File: src/rtl/uart_brg_nco.sv
// Fractional-N baud rate generator: phase accumulator NCO producing oversample
// enables, bit-boundary and mid-bit ticks from a table or programmable increment.
module uart_brg_nco #(
  parameter  int unsigned CLKFRQ     = 50000000,
  parameter  int unsigned OVERSAMPLE = 16,
  parameter  int unsigned ACCW       = 32,
  localparam int unsigned PHW        = $clog2(OVERSAMPLE)
) (
  input  logic            clk,
  input  logic            rst,
  input  logic [4:0]      speed,
  input  logic            mode,
  input  logic            incr_wr,
  input  logic [ACCW-1:0] incr_in,
  input  logic            enable,
  input  logic            resync,
  output logic            clken,
  output logic            bitclk,
  output logic            midbit,
  output logic [PHW-1:0]  phase,
  output logic [ACCW-1:0] incr_out
);

  localparam int unsigned KEYW = 6;

  function automatic real rate_of(int code);
    case (code)
      0:       return 50.0;
      1:       return 75.0;
      2:       return 110.0;
      3:       return 134.5;
      4:       return 150.0;
      5:       return 300.0;
      6:       return 600.0;
      7:       return 1200.0;
      8:       return 1800.0;
      9:       return 2000.0;
      10:      return 2400.0;
      11:      return 3600.0;
      12:      return 4800.0;
      13:      return 7200.0;
      14:      return 9600.0;
      15:      return 19200.0;
      16:      return 38400.0;
      17:      return 57600.0;
      18:      return 115200.0;
      19:      return 230400.0;
      20:      return 460800.0;
      21:      return 921600.0;
      default: return 9600.0;
    endcase
  endfunction

  // Round to nearest, then wrap modulo 2^ACCW before narrowing.
  function automatic logic [ACCW-1:0] rate_incr(real baud);
    real full;
    real x;
    full = 2.0 ** ACCW;
    x    = $floor(full * real'(OVERSAMPLE) * baud / real'(CLKFRQ) + 0.5);
    x    = x - $floor(x / full) * full;
    return ACCW'(longint'(x));
  endfunction

  logic [ACCW-1:0] rate_tbl [32];

  for (genvar g = 0; g < 32; g++) begin : g_tbl
    localparam logic [ACCW-1:0] INC = rate_incr(rate_of(g));
    assign rate_tbl[g] = INC;
  end

  logic [ACCW-1:0] prog_incr_q;
  logic [ACCW-1:0] act_incr_q;
  logic [ACCW-1:0] accum_q, accum_d;
  logic            carry_q, carry_d;
  logic [PHW-1:0]  phase_q, phase_d;
  logic [KEYW-1:0] key_q;
  logic [KEYW-1:0] key_c;
  logic            restart_c;
  logic [ACCW:0]   sum_c;

  assign key_c     = {mode, speed};
  assign restart_c = resync | (key_c != key_q) | (incr_wr & mode);

  // Restart beats enable; the phase follows every emitted clken pulse.
  always_comb begin
    sum_c   = {1'b0, accum_q} + {1'b0, act_incr_q};
    accum_d = accum_q;
    carry_d = 1'b0;
    phase_d = phase_q;
    if (restart_c) begin
      accum_d = '0;
      phase_d = '0;
    end else begin
      if (enable) begin
        accum_d = sum_c[ACCW-1:0];
        carry_d = sum_c[ACCW];
      end
      if (carry_q) begin
        phase_d = phase_q + PHW'(1);
      end
    end
  end

  always_ff @(posedge clk or posedge rst) begin
    if (rst) begin
      prog_incr_q <= '0;
      act_incr_q  <= '0;
      accum_q     <= '0;
      carry_q     <= 1'b0;
      phase_q     <= '0;
      key_q       <= '0;
    end else begin
      if (incr_wr) begin
        prog_incr_q <= incr_in;
      end
      act_incr_q <= mode ? prog_incr_q : rate_tbl[speed];
      key_q      <= key_c;
      accum_q    <= accum_d;
      carry_q    <= carry_d;
      phase_q    <= phase_d;
    end
  end

  assign clken    = carry_q;
  assign bitclk   = carry_q & (phase_q == PHW'(OVERSAMPLE - 1));
  assign midbit   = carry_q & (phase_q == PHW'(OVERSAMPLE / 2 - 1));
  assign phase    = phase_q;
  assign incr_out = act_incr_q;

endmodule

File: config.mk
export PLATFORM = sky130hd
export DESIGN_NAME = uart_brg_nco
export DESIGN_NICKNAME = d
export VERILOG_FILES = /design/src/rtl/uart_brg_nco.sv
export SDC_FILE = /design/constraint.sdc
export NUM_CORES = 1
export LEC_CHECK = 0
export BUFFER_PORTS_ARGS = -buffer_cell sky130_fd_sc_hd__buf_2
export CAP_MARGIN = 20
export CORE_MARGIN = 2
export CORE_UTILIZATION = 63
export DETAILED_ROUTE_END_ITERATION = 10
export PLACE_DENSITY = 0.85
export SLEW_MARGIN = 5
export SYNTH_ARGS = -nofsm -noshare
export SYNTH_HDL_FRONTEND = slang
export SYNTH_SLANG_ARGS = --single-unit
File: constraint.sdc
create_clock -name clk -period 6.46 [get_ports clk]
set_clock_uncertainty 0.15 [all_clocks]
set_input_delay 0 -clock clk [delete_from_list [all_inputs] [get_ports clk]]
set_output_delay 0 -clock clk [all_outputs]
set_load 0.1 [all_outputs]
# Word-level counts from Yosys, hierarchy flattened
# Memory sizes are Yosys's and may differ from the RTL's.
# Index checks and enable logic that the tools add are counted.
# Widths: inputs -> output; s select.
# totals
reg_bits	107
rom_bits	1024
inputBits	43
output_inout_bits	39
n_memories	1
# op_classes
n_addsub	2
n_lt_le_gt_ge	1
eq_ne	3
mux	9
bitwise_logic	6
reduce_logical	2
# memory_table
name	words	width	read_ports	rd_ports_with_merged_regs	write_ports	line	source
(name not given)	32	32	1	0	0	116	act_incr_q <= mode ? prog_incr_q : rate_tbl[speed];
# ops
operator	count
$mux 32	5
$add 32x32->33	1
$mux 4	2
$ge 6x6->1 const B	1
$ne 6x6->1	1
$not 5->6	1
$add 4x1->4 const B	1
$eq 4x3->1 const B	1
$eq 4x4->1 const B	1
$reduce_bool 2->1	2
$and 1x1->1	3
$mux 1	2
$or 1x1->1	2

# Logic depth before layout (Yosys ltp)
# Gate-level depths: netlist (run 1).
# logic_depth
ltp_word	5
ltp_mapped	12
depth_no_buf	12

# Worst setup path after synthesis (run 1)
# OpenSTA, ideal clock, no wires.
# synth_path
path_kind	reg-to-reg
startpoint	register act_incr_q[0], in the netlist incr_out[0]
endpoint	register accum_q[30]
setup_ps	136
arrival_ps	3250
path_slack_ps	2925
stages_incl_launch_ff	13
n_path_buf	0
period_less_slack_ps	3535
cell_sequence	dfrtp_1 > ha_1 > inv_1 > fa_1 > and2b_1 > o2111ai_2 > a211oi_2 > o211ai_2 > a311oi_2 > a21o_4 > a31oi_2 > mux2i_1 > a21oi_1
# synth_between
elab_chain_cells	3
# synth_rtl
item	line	source
start: declaration	72	logic [ACCW-1:0] act_incr_q;
start signal: assignment	116	
$add 32x32->33	86	sum_c = {1'b0, accum_q} + {1'b0, act_incr_q};
$mux 32	94	if (enable) begin
$mux 32	90	if (restart_c) begin
end signal: assignment	118	accum_q <= accum_d;
end: declaration	73	logic [ACCW-1:0] accum_q, accum_d;
# No other way between the ends. The select of a mux whose other input is x is not followed.
# A chain may end at the register's enable or synchronous reset.

# Worst setup path in the final report (run 1)
# Same ends and word-level chain as after synthesis.

==> flow_summary.toml, run 1 <==
[run_status]
status = "finished clean"

[finish]
nFillCells = 744
multi_input_comb_area_um2 = 3680
area_growth_pct = 15.3
final_nets = 887
layout_common_cells = "dfrtp_1, buf_2, nand2_1"
antenna_cells = 0
final_common_cell = "dfrtp_1"
seq_area_um2 = 2680
drive_gt1_frac = 0.181

[worst_setup_path]
arrival_ns = 3.37
cp-start-kind = "flop"
path_max_fanout = 4
rr_worst_depth = 12
end_kind = "flop"
r2r_slack_ns = 3.20
crit_family = "compound AO/OA/AOI/OAI gates"
crit_type = "flop to flop"
r2r-end = "accum_q[30]"
r2r_start = "incr_out[0]"
worst_path_max_delay_cell = "a311oi_2"
crit_buf_inv = 1
path_cells = "ha_1 -> inv_1 -> fa_1 -> and2b_1 -> o2111ai_2 -> a211oi_2 -> o211ai_2 -> a311oi_2 -> a21o_4 -> a31oi_2 -> mux2i_1 -> a21oi_1"
crit_path_max_incr_delay_ns = 0.48
required_ns = 6.57

[grt]
grt_util_all_layers = 0.315
grt.overflow.total = 0
antenna_found_initial = 0
grt_pass1_wl_um = 27900
grt_max_degree = 72
grt_pass1_vias = 5741

[timing]
tns_ns = 0
postLayoutSetupSlackWorst_ns = 3.20
hold_viol = 0
min_period_over_period = 0.505
finalMaxSlewViolations = 0
fmax_mhz = 307
tightest_slew_ns = 1.05
setup_viol = 0
slew_headroom = 0.297
holdWs_ns = 0.0263
rsz0062_at_grt = "false"
period_needed_ns = 3.26

[die]
die_area_um2 = 11400
start_util = 0.645
die_h_um = 107
die_w_um = 107
io_pins = 82
design.core.area_um2 = 10300
rows = 37

[routing]
route.detailed.wl_per_inst_um = 18.1
final_antenna_net_count = 0
drtPass1Iterations = 6
drcViolationCount = 0
via_per_inst = 6.13
num_vias = 5758
wirelength_um = 17000
drt_iter0_drc = 435

[clock_network]
cts_tree = "yes"
clkSinkCount = 107
clock_path_buffers = 2
clk_latency_ns = 0.39
path_clk_slew_ns = 0.11
ctsHoldBuffers = 38
ctsRootBufferMaster = "clkbuf_8"
cts-resized-gates = 0
cts_buffers = 9
postCtsSetupBuffers = 0
cts_max_level = 3

[logic_synthesis]
avgSynthCellArea_um2 = 9.40
synth_edf_count = 0
synth_seq_cells = 107
syn_nets = 794
yosysSeqAreaShare = 0.404
yosysUniqueCellTypes = 62
syn-cell-area_um2 = 6630
async_flop_share = 1.00
yosysWarnings = 0
ys_dominant_reg_cell = "dfrtp_1"
netlist_instances = 705

[min_path]
hold_class = "input pin to asynchronous set/reset pin"

[power_and_ir_drop]
power_density_nw_per_um2 = 213
vdd.ir_drop.worst_uv = 133
p_leak_nw = 3.66

[placement]
io_buffers = 81
place_congestion = 0.921
dp_hpwl_um = 11600
pre_cts_ws_ns = 3.28

[job]
drv_cap = 0
## how the worst max path moves through the flow
stage / from / to / slack [ns] / depth (start not counted)
after floorplan: incr_out[0] / accum_q[30] / 2.92 / 12
after global placement: incr_out[0] / accum_q[26] / 3.41 / 12
after detailed placement: incr_out[0] / accum_q[26] / 3.28 / 12
after CTS: incr_out[0] / accum_q[26] / 3.24 / 12
after global routing: incr_out[0] / accum_q[26] / 3.02 / 12
final: incr_out[0] / accum_q[30] / 3.20 / 12
## tightest hold or removal path, cell delays in order
cell           delay (ns)
dlygate4sd3_1        0.53
buf_2                0.14
inv_4                0.34
## metrics by stage
step,total power (W),area [um2],cells,utilization
final,0.00163,7640,939,0.743
after global routing,0.00169,7640,939,0.743
after CTS,0.00163,7640,939,0.743
after detailed placement,0.00119,7070,885,0.688
after global placement,0.00118,7070,885,0.688
after floorplan,0.00110,6630,705,-
## kinds of logic after synthesis
family                     count (synthesis)  share of synthesized area
AOI/OAI and AO/OA                        198                      0.194
and+or+nand+nor                          186                      0.124
DFF                                      107                      0.404
buffers and inverters                     69                     0.0402
muxes                                     66                      0.106
adders and majority gates                 46                     0.0880
xor gates and xnor gates                  33                     0.0436
## final cells by class
cell class / instances / share of cell area
flip-flops and latches: 107 / 0.350
multi-input cells: 529 / 0.482
repair buffers: 121 / 0.105
clock inverters: 6 / 0.00852
clock buffers: 10 / 0.0167
inverters: 30 / 0.0151
well taps: 136 / 0.0223
## metal layers
metal	vias to the layer above	global-route usage	wire length (um)
met4	0	0.135	586
met3	48	0.0503	1100
met5	-	0	0
met1	2779	0.388	6690
met2	236	0.547	8660
li1	2695	-	-
## state kept, by name, indices dropped and copies added, names as in the netlist
name / flops
phase: 4
prog_incr_q: 32
clken: 1
incr_out: 32
accum_q: 32
key_q: 6
## synthesized netlist by cell type (2+ instances only)
cell,number,area share
o31ai_1,4,0.0045
mux2i_1,31,0.047
a22o_1,3,0.0040
o21a_1,5,0.0057
nor2b_1,7,0.0066
clkbuf_1,32,0.018
a31oi_1,10,0.0094
a311o_1,2,0.0030
nor2_1,64,0.036
xnor2_1,20,0.026
ha_1,45,0.085
a211oi_2,2,0.0038
nand3b_1,3,0.0034
nand4_1,4,0.0038
and2_1,2,0.0019
clkinv_1,2,0.0011
mux2_2,35,0.059
nand3_1,10,0.0076
o21ai_0,49,0.037
o211ai_1,5,0.0057
o21bai_1,4,0.0045
inv_1,28,0.016
a311oi_1,3,0.0040
xor2_1,13,0.017
or3_1,3,0.0028
o22ai_1,7,0.0066
dfrtp_1,107,0.40
nand2b_1,4,0.0038
and3_1,7,0.0066
nand2_1,68,0.039
a21boi_0,5,0.0057
nor3_1,9,0.0068
a211oi_1,11,0.012
a21o_1,11,0.012
a311oi_2,2,0.0045
buf_1,6,0.0034
a21oi_1,57,0.043
## report_power, final
group,internal (W),switching (W)
Clock,0.000180,0.000241
Combinational,0.000132,0.000329
Sequential,0.000713,0.0000312
(Power assumes the default switching activity.)
==> run 2: changes to the inputs <==
--- a/config.mk
+++ b/config.mk
@@ -8,9 +8,9 @@
 export BUFFER_PORTS_ARGS = -buffer_cell sky130_fd_sc_hd__buf_2
 export CAP_MARGIN = 20
 export CORE_MARGIN = 2
-export CORE_UTILIZATION = 63
+export CORE_UTILIZATION = 59
 export DETAILED_ROUTE_END_ITERATION = 10
-export PLACE_DENSITY = 0.85
+export PLACE_DENSITY = 0.8
 export SLEW_MARGIN = 5
 export SYNTH_ARGS = -nofsm -noshare
 export SYNTH_HDL_FRONTEND = slang
==> constraint.sdc (replaced) <==
create_clock -name clk -period 3.27 [get_ports clk]
set_clock_uncertainty 0.15 [all_clocks]
set_input_delay 0 -clock clk [delete_from_list [all_inputs] [get_ports clk]]
set_output_delay 0 -clock clk [all_outputs]
set_load 0.1 [all_outputs]
==> run 2 against run 1 <==
Effect of this change:
- critical path depth is the same
- via count is essentially flat
- register-to-register slack lost 3.0 ns
- die area grew 6.5%
- combinational power grew 100%
- first-iteration DRC count shrank 23%
- sequential power grew 98%
- sequential share of layout area shrank 0.73 points
- cell area grew 2.3%
- non-clock buffer count grew 15
- largest cell class unchanged
- highest routed layer unchanged
==> flow_summary.toml, run 2 (synthesis gave the netlist of run 1 again) <==
[routing]
via_per_inst = 6.01
num_vias = 5757
route.detailed.wl_per_inst_um = 17.9
drtPass1Iterations = 4
drt_iter0_drc = 337
wirelength_um = 17200
final_antenna_net_count = 0
drcViolationCount = 0

[min_path]
hold_class = "input pin to flop"
min_from = "incr_wr"

[timing]
min_period_over_period = 0.949
holdWs_ns = 0.0677
slew_headroom = 0.290
tightest_slew_ns = 1.06
finalMaxSlewViolations = 0
fmax_mhz = 322
period_needed_ns = 3.10
hold_viol = 0
tns_ns = 0
setup_viol = 0
postLayoutSetupSlackWorst_ns = 0.166
rsz0062_at_grt = "false"

[finish]
area_growth_pct = 17.9
antenna_cells = 0
drive_gt1_frac = 0.202
multi_input_comb_area_um2 = 3720
seq_area_um2 = 2680
layout_common_cells = "dfrtp_1, buf_2, nand2_1"
post-route-util = 0.718
final_common_cell = "dfrtp_1"
final_nets = 902
nFillCells = 851

[clock_network]
path_clk_slew_ns = 0.10
cts_buffers = 9
cts_max_level = 3
clock_path_buffers = 2
ctsRootBufferMaster = "clkbuf_8"
cts_tree = "yes"
clk_latency_ns = 0.39
clkSinkCount = 107

[placement]
dp_hpwl_um = 12100
io_buffers = 81
pre_cts_ws_ns = 0.0314
place_congestion = 0.929

[grt]
grt_max_degree = 61
grt.overflow.total = 0
grt_util_all_layers = 0.299
antenna_found_initial = 0
grt_pass1_vias = 5672
grt_pass1_wl_um = 27700

[power_and_ir_drop]
vdd.ir_drop.worst_uv = 369
power_density_nw_per_um2 = 415
p_leak_nw = 3.74

[die]
rows = 38
die_w_um = 110
io_pins = 82
start_util = 0.609
design.core.area_um2 = 10900
die_h_um = 110
die_area_um2 = 12100

[worst_setup_path]
r2r-end = "accum_q[26]"
r2r_slack_ns = 0.17
crit_buf_inv = 1
required_ns = 3.34
critPathLaunch = "incr_out[0]"
worstSetupPathDepth = 12
crit_family = "compound AO/OA/AOI/OAI gates"
cp-start-kind = "flop"
crit_type = "flop to flop"
path_cells = "ha_1 -> inv_1 -> fa_2 -> and2b_2 -> o2111ai_4 -> a211oi_4 -> o211ai_2 -> a311oi_4 -> a21o_4 -> a21oi_1 -> o211ai_1 -> a311oi_1"
arrival_ns = 3.17
end_kind = "flop"
r2r_start = "incr_out[0]"
crit_path_max_incr_delay_ns = 0.39
rr_worst_depth = 12
path_max_fanout = 4
worst_path_max_delay_cell = "a311oi_4"
crit_end = "accum_q[26]"

[job]
drv_cap = 0

[run_status]
status = "finished clean"
==> run 2: changes by cell type in the layout (fill, tap and decap cells not counted), sizes merged <==
| cell | delta |
|---|---|
| buf | +14 |
| inv | +3 |
| clkinv | -2 |
| clkinvlp | -1 |
| dlygate4sd3 | +1 |
==> run 2: repair_timing <==
item	4_1_cts	5_1_grt
hold buffers	39	0
hold endpoints to repair	96	0
setup buffers	0	2
setup endpoints to repair	0	6
resized for setup	0	5
==> run 2: metrics by stage <==
stage	area, um2	instances	total power, W
after floorplan	6630	705	0.00216
after global placement	7170	901	0.00234
after detailed placement	7170	901	0.00237
after CTS	7760	956	0.00324
after global routing	7810	958	0.00339
final	7810	958	0.00324
==> run 2: where the power goes <==
group	internal [W]	total, W	switching (W)
Clock	0.000385	0.000847	0.000462
Combinational	0.000268	0.000921	0.000652
Sequential	0.00141	0.00147	0.0000634
Total	0.00206	0.00324	0.00118
==> run 2: layout make-up <==
class | count | share of cell area
clock buffers | 10 | 0.0176
clock inverters | 6 | 0.00897
inverters | 30 | 0.0147
multi-input cells | 529 | 0.476
flip-flops and latches | 107 | 0.343
well taps | 140 | 0.0224
repair buffers | 136 | 0.117
==> run 2: routing by layer <==
layer | vias up | track usage | routed length, um
li1 | 2730 | - | -
met1 | 2796 | 0.379 | 7250
met2 | 189 | 0.493 | 8390
met3 | 42 | 0.0664 | 1000
met4 | 0 | 0.128 | 550
met5 | - | 0 | 0
==> run 2: how the worst min path moves through the flow <==
| stage | to | slack (ns) | cells past startpoint |
|---|---|---|---|
| final | prog_incr_q[21] | 0.07 | 3 |
| after global routing | prog_incr_q[11] | 0.10 | 3 |
| after CTS | prog_incr_q[11] | 0.05 | 3 |
| after detailed placement | prog_incr_q[29] | 0.03 | 2 |
| after global placement | prog_incr_q[30] | 0.02 | 2 |
| after floorplan | key_q[0] | -0.12 | 0 |
==> run 2: tightest hold or removal path, cell delays in order <==
cell and delay, ns:
buf_2 0.34, nand2_1 0.13, o21ai_0 0.07
